File: src/rtl/mem8x8_pkg.sv
// Shared definitions for masters of the 8x8 byte memory.
// Holds the address/data widths, the strobe counter width, the FSM state
// encoding used by ram_master and a helper that computes the counter reload.
package mem8x8_pkg;

  localparam int unsigned ADDR_W     = 3;
  localparam int unsigned DATA_W     = 8;
  // Down-counter only ever holds STROBE_CYCLES-1, so 2 bits cover 1..4.
  localparam int unsigned CNT_W      = 2;
  localparam int unsigned STROBE_MAX = 4;

  typedef enum logic [2:0] {
    StIdle   = 3'd0,
    StSetup  = 3'd1,
    StStrobe = 3'd2,
    StHold   = 3'd3,
    StResp   = 3'd4
  } state_e;

  // Value loaded into the strobe down-counter on entry to StStrobe.
  function automatic logic [CNT_W-1:0] strobe_load(input int unsigned cycles);
    return CNT_W'(cycles - 1);
  endfunction

endpackage

File: src/rtl/ram_master_if.sv
// Request/response and memory-side signal bundle for ram_master.
//   req_*  : requester -> master access request (valid/ready handshake)
//   rsp_*  : master -> requester read response (valid/ready handshake)
//   ram_*  : master <-> 8x8 memory strobe interface
// Modports:
//   master : the view of ram_master itself
//   slave  : the view of the environment (requester plus memory)
interface ram_master_if;
  import mem8x8_pkg::*;

  logic              req_valid;
  logic              req_ready;
  logic              req_write;
  logic [ADDR_W-1:0] req_addr;
  logic [DATA_W-1:0] req_wdata;

  logic              rsp_valid;
  logic              rsp_ready;
  logic [DATA_W-1:0] rsp_rdata;

  logic [DATA_W-1:0] ram_inp;
  logic [ADDR_W-1:0] ram_addr;
  logic              ram_op;
  logic              ram_sel;
  logic [DATA_W-1:0] ram_outp;

  modport master (
    input  req_valid, req_write, req_addr, req_wdata,
    input  rsp_ready,
    input  ram_outp,
    output req_ready,
    output rsp_valid, rsp_rdata,
    output ram_inp, ram_addr, ram_op, ram_sel
  );

  modport slave (
    output req_valid, req_write, req_addr, req_wdata,
    output rsp_ready,
    output ram_outp,
    input  req_ready,
    input  rsp_valid, rsp_rdata,
    input  ram_inp, ram_addr, ram_op, ram_sel
  );

endinterface

File: src/rtl/ram_master.sv
// Single-access master for an 8x8 byte memory with a select strobe.
// Each accepted request walks Idle -> Setup -> Strobe (STROBE_CYCLES cycles)
// -> Hold, then writes return to Idle and reads present their data in Resp
// until the requester takes it.
// Ports:
//   clk   : clock, all state updates on the rising edge
//   rst_n : asynchronous active-low reset
//   bus   : ram_master_if.master (request, response and memory signals)
// Parameters:
//   STROBE_CYCLES : cycles ram_sel is held high per access, legal 1..4
module ram_master
  import mem8x8_pkg::*;
#(
  parameter int unsigned STROBE_CYCLES = 1
) (
  input logic          clk,
  input logic          rst_n,
  ram_master_if.master bus
);

  if ((STROBE_CYCLES < 1) || (STROBE_CYCLES > STROBE_MAX)) begin : gen_bad_strobe
    $error("ram_master: STROBE_CYCLES must be in 1..4");
  end

  localparam logic [CNT_W-1:0] StrobeLoad = strobe_load(STROBE_CYCLES);

  state_e            state_q;
  logic [CNT_W-1:0]  cnt_q;
  logic              ram_sel_q;
  logic              ram_op_q;
  logic [ADDR_W-1:0] ram_addr_q;
  logic [DATA_W-1:0] ram_inp_q;
  logic              rsp_valid_q;
  logic [DATA_W-1:0] rsp_rdata_q;

  // Address/data/op are only loaded on acceptance, so they stay frozen for the
  // whole access and keep their last value while idle or responding.
  always_ff @(posedge clk or negedge rst_n) begin
    if (!rst_n) begin
      state_q     <= StIdle;
      cnt_q       <= '0;
      ram_sel_q   <= 1'b0;
      ram_op_q    <= 1'b0;
      ram_addr_q  <= '0;
      ram_inp_q   <= '0;
      rsp_valid_q <= 1'b0;
      rsp_rdata_q <= '0;
    end else begin
      unique case (state_q)
        StIdle: begin
          if (bus.req_valid) begin
            ram_op_q   <= bus.req_write;
            ram_addr_q <= bus.req_addr;
            ram_inp_q  <= bus.req_wdata;
            state_q    <= StSetup;
          end
        end
        StSetup: begin
          ram_sel_q <= 1'b1;
          cnt_q     <= StrobeLoad;
          state_q   <= StStrobe;
        end
        StStrobe: begin
          if (cnt_q == '0) begin
            ram_sel_q <= 1'b0;
            state_q   <= StHold;
            // Sample memory data on the edge that closes the strobe.
            if (!ram_op_q) begin
              rsp_rdata_q <= bus.ram_outp;
            end
          end else begin
            cnt_q <= cnt_q - 1'b1;
          end
        end
        StHold: begin
          if (ram_op_q) begin
            state_q <= StIdle;
          end else begin
            rsp_valid_q <= 1'b1;
            state_q     <= StResp;
          end
        end
        StResp: begin
          if (bus.rsp_ready) begin
            rsp_valid_q <= 1'b0;
            state_q     <= StIdle;
          end
        end
        default: begin
          // Unused encodings recover to a quiet idle.
          ram_sel_q   <= 1'b0;
          rsp_valid_q <= 1'b0;
          cnt_q       <= '0;
          state_q     <= StIdle;
        end
      endcase
    end
  end

  // req_ready is decoded from the registered state; reset forces Idle, so it
  // is also high throughout reset.
  assign bus.req_ready = (state_q == StIdle);
  assign bus.rsp_valid = rsp_valid_q;
  assign bus.rsp_rdata = rsp_rdata_q;
  assign bus.ram_inp   = ram_inp_q;
  assign bus.ram_addr  = ram_addr_q;
  assign bus.ram_op    = ram_op_q;
  assign bus.ram_sel   = ram_sel_q;

endmodule

File: src/flat_wrapper.sv
// flat-port wrapper written by rule: the top's interface ports become plain ports
module ram_master_flat import mem8x8_pkg::*;
#(
  parameter int unsigned STROBE_CYCLES = 1
)
  (clk, rst_n, bus_req_valid, bus_req_write, bus_req_addr, bus_req_wdata, bus_rsp_ready, bus_ram_outp, bus_req_ready, bus_rsp_valid, bus_rsp_rdata, bus_ram_inp, bus_ram_addr, bus_ram_op, bus_ram_sel);
  ram_master_if bus_i ();
  input logic clk;
  input logic rst_n;
  input wire logic [$bits(bus_i.req_valid)-1:0] bus_req_valid;
  input wire logic [$bits(bus_i.req_write)-1:0] bus_req_write;
  input wire logic [$bits(bus_i.req_addr)-1:0] bus_req_addr;
  input wire logic [$bits(bus_i.req_wdata)-1:0] bus_req_wdata;
  input wire logic [$bits(bus_i.rsp_ready)-1:0] bus_rsp_ready;
  input wire logic [$bits(bus_i.ram_outp)-1:0] bus_ram_outp;
  output wire logic [$bits(bus_i.req_ready)-1:0] bus_req_ready;
  output wire logic [$bits(bus_i.rsp_valid)-1:0] bus_rsp_valid;
  output wire logic [$bits(bus_i.rsp_rdata)-1:0] bus_rsp_rdata;
  output wire logic [$bits(bus_i.ram_inp)-1:0] bus_ram_inp;
  output wire logic [$bits(bus_i.ram_addr)-1:0] bus_ram_addr;
  output wire logic [$bits(bus_i.ram_op)-1:0] bus_ram_op;
  output wire logic [$bits(bus_i.ram_sel)-1:0] bus_ram_sel;
  assign bus_i.req_valid = bus_req_valid;
  assign bus_i.req_write = bus_req_write;
  assign bus_i.req_addr = bus_req_addr;
  assign bus_i.req_wdata = bus_req_wdata;
  assign bus_i.rsp_ready = bus_rsp_ready;
  assign bus_i.ram_outp = bus_ram_outp;
  assign bus_req_ready = bus_i.req_ready;
  assign bus_rsp_valid = bus_i.rsp_valid;
  assign bus_rsp_rdata = bus_i.rsp_rdata;
  assign bus_ram_inp = bus_i.ram_inp;
  assign bus_ram_addr = bus_i.ram_addr;
  assign bus_ram_op = bus_i.ram_op;
  assign bus_ram_sel = bus_i.ram_sel;
  ram_master #(.STROBE_CYCLES(STROBE_CYCLES)) u_core (.clk(clk), .rst_n(rst_n), .bus(bus_i));
endmodule
File: config.mk
export PLATFORM = sky130hd
export DESIGN_NAME = ram_master_flat
export DESIGN_NICKNAME = d
export VERILOG_FILES = /design/src/rtl/mem8x8_pkg.sv /design/src/rtl/ram_master_if.sv /design/src/rtl/ram_master.sv /design/src/flat_wrapper.sv
export SDC_FILE = /design/constraint.sdc
export NUM_CORES = 1
export LEC_CHECK = 0
export CAP_MARGIN = 15
export CORE_AREA = 2 2 55 57
export CTS_CLUSTER_SIZE = 25
export DETAILED_ROUTE_END_ITERATION = 16
export DIE_AREA = 0 0 57 59
export PLACE_DENSITY = 0.79
export SYNTH_ARGS = -nofsm -noshare
export SYNTH_HDL_FRONTEND = slang
export SYNTH_SLANG_ARGS = --single-unit
File: constraint.sdc
create_clock -name clk -period 4.1 [get_ports clk]
set_input_delay 0.82 -clock clk [delete_from_list [all_inputs] [get_ports clk]]
set_output_delay 0.82 -clock clk [all_outputs]
set_load 0.02 [all_outputs]
==> out/results.tsv <==
metric	value	unit
status	complete, no violations	
maximum clock rate	386.0	MHz
drc violations	0	
Switching Share	38.45	%
Max-cap violations	0	
NetSw	522.0	uW
final net count	159	
Starting Density	43.31	%
Cells after Synth	86	
DIE AREA	0.003363	sq mm
post-route ant nets	0	
RSZ-0062 raised after global routing	no	
clock network latency to the later pin of the worst-skew pair	0.31	ns
final setup violation count	0	
PortBufs	46	
CTS H-tree depth	1	
worst setup margin	1.510	ns
Worst Setup Start Kind	flip-flop	
share of post-route cells with drive strength above 1	16.54	%
minimum hold slack	0.5068	ns
vias per inst	4.988	
synthesized area per cell	13.65	sq um
maximum vdd drop	0.5288	mV
Ports	47	
Filler cells	208	
Die W	57	um
WL per Instance	14.18	um
Setup WS pre-CTS	1.853	ns
Setup Buffers After CTS	0	
crit path launch	u_core.state_q[0]$_DFFE_PN0P_	
Placer Congestion	0.8098	
Gate power share	54.2	%
YS warnings	0	
clock sink total	27	
PD cells	802.6	mW/mm^2
worst path required time	3.28	ns
Lkg Pwr	0.6987	nW
diode count	0	
Cell Area, Synth	0.001174	sq mm
power after layout	1.358	mW
Worst Hold Class	flip-flop to flip-flop	
critical hold path startpoint	u_core.bus.rsp_rdata[5]$_DFFE_PN0P_	
Max Slew Vio Count	0	
1st-pass router iterations	4	
initial drt markers	5	
CTS Buf Count	3	
total number of vias	818	
arrival time worst endpoint	1.77	ns
leading cell type in the layout, fill and taps excluded	clkdlybuf4s50_1	
synth unique cells	24	
CORE AREA	0.002710	sq mm
Hold Vio Cnt, Final	0	
Seq cells post-synth	27	
CTS tree	yes	
Final min period	2.590	ns
crit path kind	flip-flop to primary output	
initial antenna violation count	0	
Fin Setup TNS	0	ns
total gr overflow	0	
GRT Overall Usage	14.84	%
critical path fanouts, max	13	
Root Buffer	clkbuf_4	
Clock Path Buffers	2	
first-pass GRT wire length	3.891	mm
DP HPWL	1.755	mm
WL final	2.325	mm
Clock Skew	0.005503	ns
row count	19	
Worst-Margin Slew	0.4918	ns
Worst Setup End Kind	primary output	
launch point of the worst reg-to-reg path	u_core.cnt_q[0]$_DFFE_PN0P_	
Post-Layout Cell Count	164	
Gates resized, CTS repair	0	
syn_nets	111	
commonest non-fill, non-tap cells in the layout	46 x clkdlybuf4s50_1, 27 x dfrtp_1, 13 x mux2_2	
Seq/Total Area, Yosys	57.57	%
P_int	835.6	uW
largest net degree at the start of global routing	28	
Hold Buf Count CTS	0	
Placed Cells incl. Taps	159	
Relative slew margins	67.11	%
Final Cycle Share	63.18	%
Syn-to-layout area delta	44.14	%
Die Y	59	um
clock-pin transition on the worst setup and hold timing paths	0.14	ns
vias in the first global route	876	
Clk pwr share	8.1	%
Seq pwr share	37.7	%
## final timing paths
kind                            slack (ns)  cells after the start                                   to
worst max-delay path                  1.51                      2                        bus_req_ready
worst min-delay path                  0.51                      1  u_core.bus.rsp_rdata[5]$_DFFE_PN0P_
worst max register to register        2.49                      5          u_core.cnt_q[1]$_DFFE_PN0P_
worst min register to register        0.51                      1  u_core.bus.rsp_rdata[5]$_DFFE_PN0P_
max in group asynchronous             2.82                      2   u_core.bus.ram_addr[1]$_DFFE_PN0P_
min in group asynchronous             0.82                      1     u_core.bus.rsp_valid$_DFFE_PN0P_
## synth_stat cells, drive strengths merged
library cell / count / share of area (%)
a21oi: 4 / 1.7
mux2: 20 / 19
or2b: 1 / 0.64
nor2b: 1 / 0.53
and2b: 1 / 0.64
mux2i: 1 / 0.85
buf: 4 / 3.0
xnor2: 1 / 0.75
o21ai: 3 / 1.3
nor3: 3 / 1.7
inv: 2 / 0.64
or3b: 2 / 1.5
a21o: 2 / 1.3
dfrtp: 27 / 58
and2: 1 / 0.75
nand2: 6 / 1.9
nor2: 3 / 0.96
ha: 1 / 1.1
nand3: 1 / 1.5
a221oi: 2 / 2.6
## metal layers
metal	wire length, um	track usage [%]	vias to the layer above
met5	0	0	-
met3	241	5.677	2
met1	907	17.74	390
met2	1163	25.29	28
met4	11	3.987	0
li1	-	-	398
## layout make-up
class	count	area (sq um)	share of cell area [%]
clock buffers	4	26.28	1.553
inverters	2	7.507	0.4438
multi-input cells	53	455.4	26.92
flip-flops and latches	27	675.6	39.94
well taps	31	38.79	2.293
repair buffers	47	488.0	28.85
## stage by stage
stage,utilization (%),cell area (sq um)
final,62.42,1692
after global placement,60.43,1638
after floorplan,-,1174
after global routing,62.42,1692
after detailed placement,60.43,1638
after CTS,61.40,1664
## kinds of logic after synthesis
family	count (synthesis)	share of synthesized area, %
simple gates	19	10.13
mux	21	20.04
buf+inv	6	3.625
flops	27	57.57
compound gates	11	6.822
fa+ha+maj	1	1.066
xor+xnor	1	0.7464
## sequential cells by signal, indices dropped and copies added, names as in the netlist
signal	count
u_core.state_q	3
u_core.bus.ram_sel	1
u_core.bus.ram_inp	8
u_core.bus.ram_op	1
u_core.cnt_q	2
u_core.bus.rsp_valid	1
u_core.bus.rsp_rdata	8
u_core.bus.ram_addr	3
## worst max-delay path, cell delays in order, from the launching register on
cell and delay (ns):
dfrtp_1 0.56, nor3_2 0.26, clkdlybuf4s50_1 0.63
## power by group through the flow
stage / logic (mW) / clock network (mW) / registers [mW]
after floorplan: 0.338 / 0 / 0.615
after global placement: 0.722 / 0 / 0.509
after detailed placement: 0.740 / 0 / 0.517
after CTS: 0.743 / 0.115 / 0.511
after global routing: 0.798 / 0.122 / 0.534
final: 0.736 / 0.110 / 0.512
No activity file was read; power rests on OpenSTA's default activity.
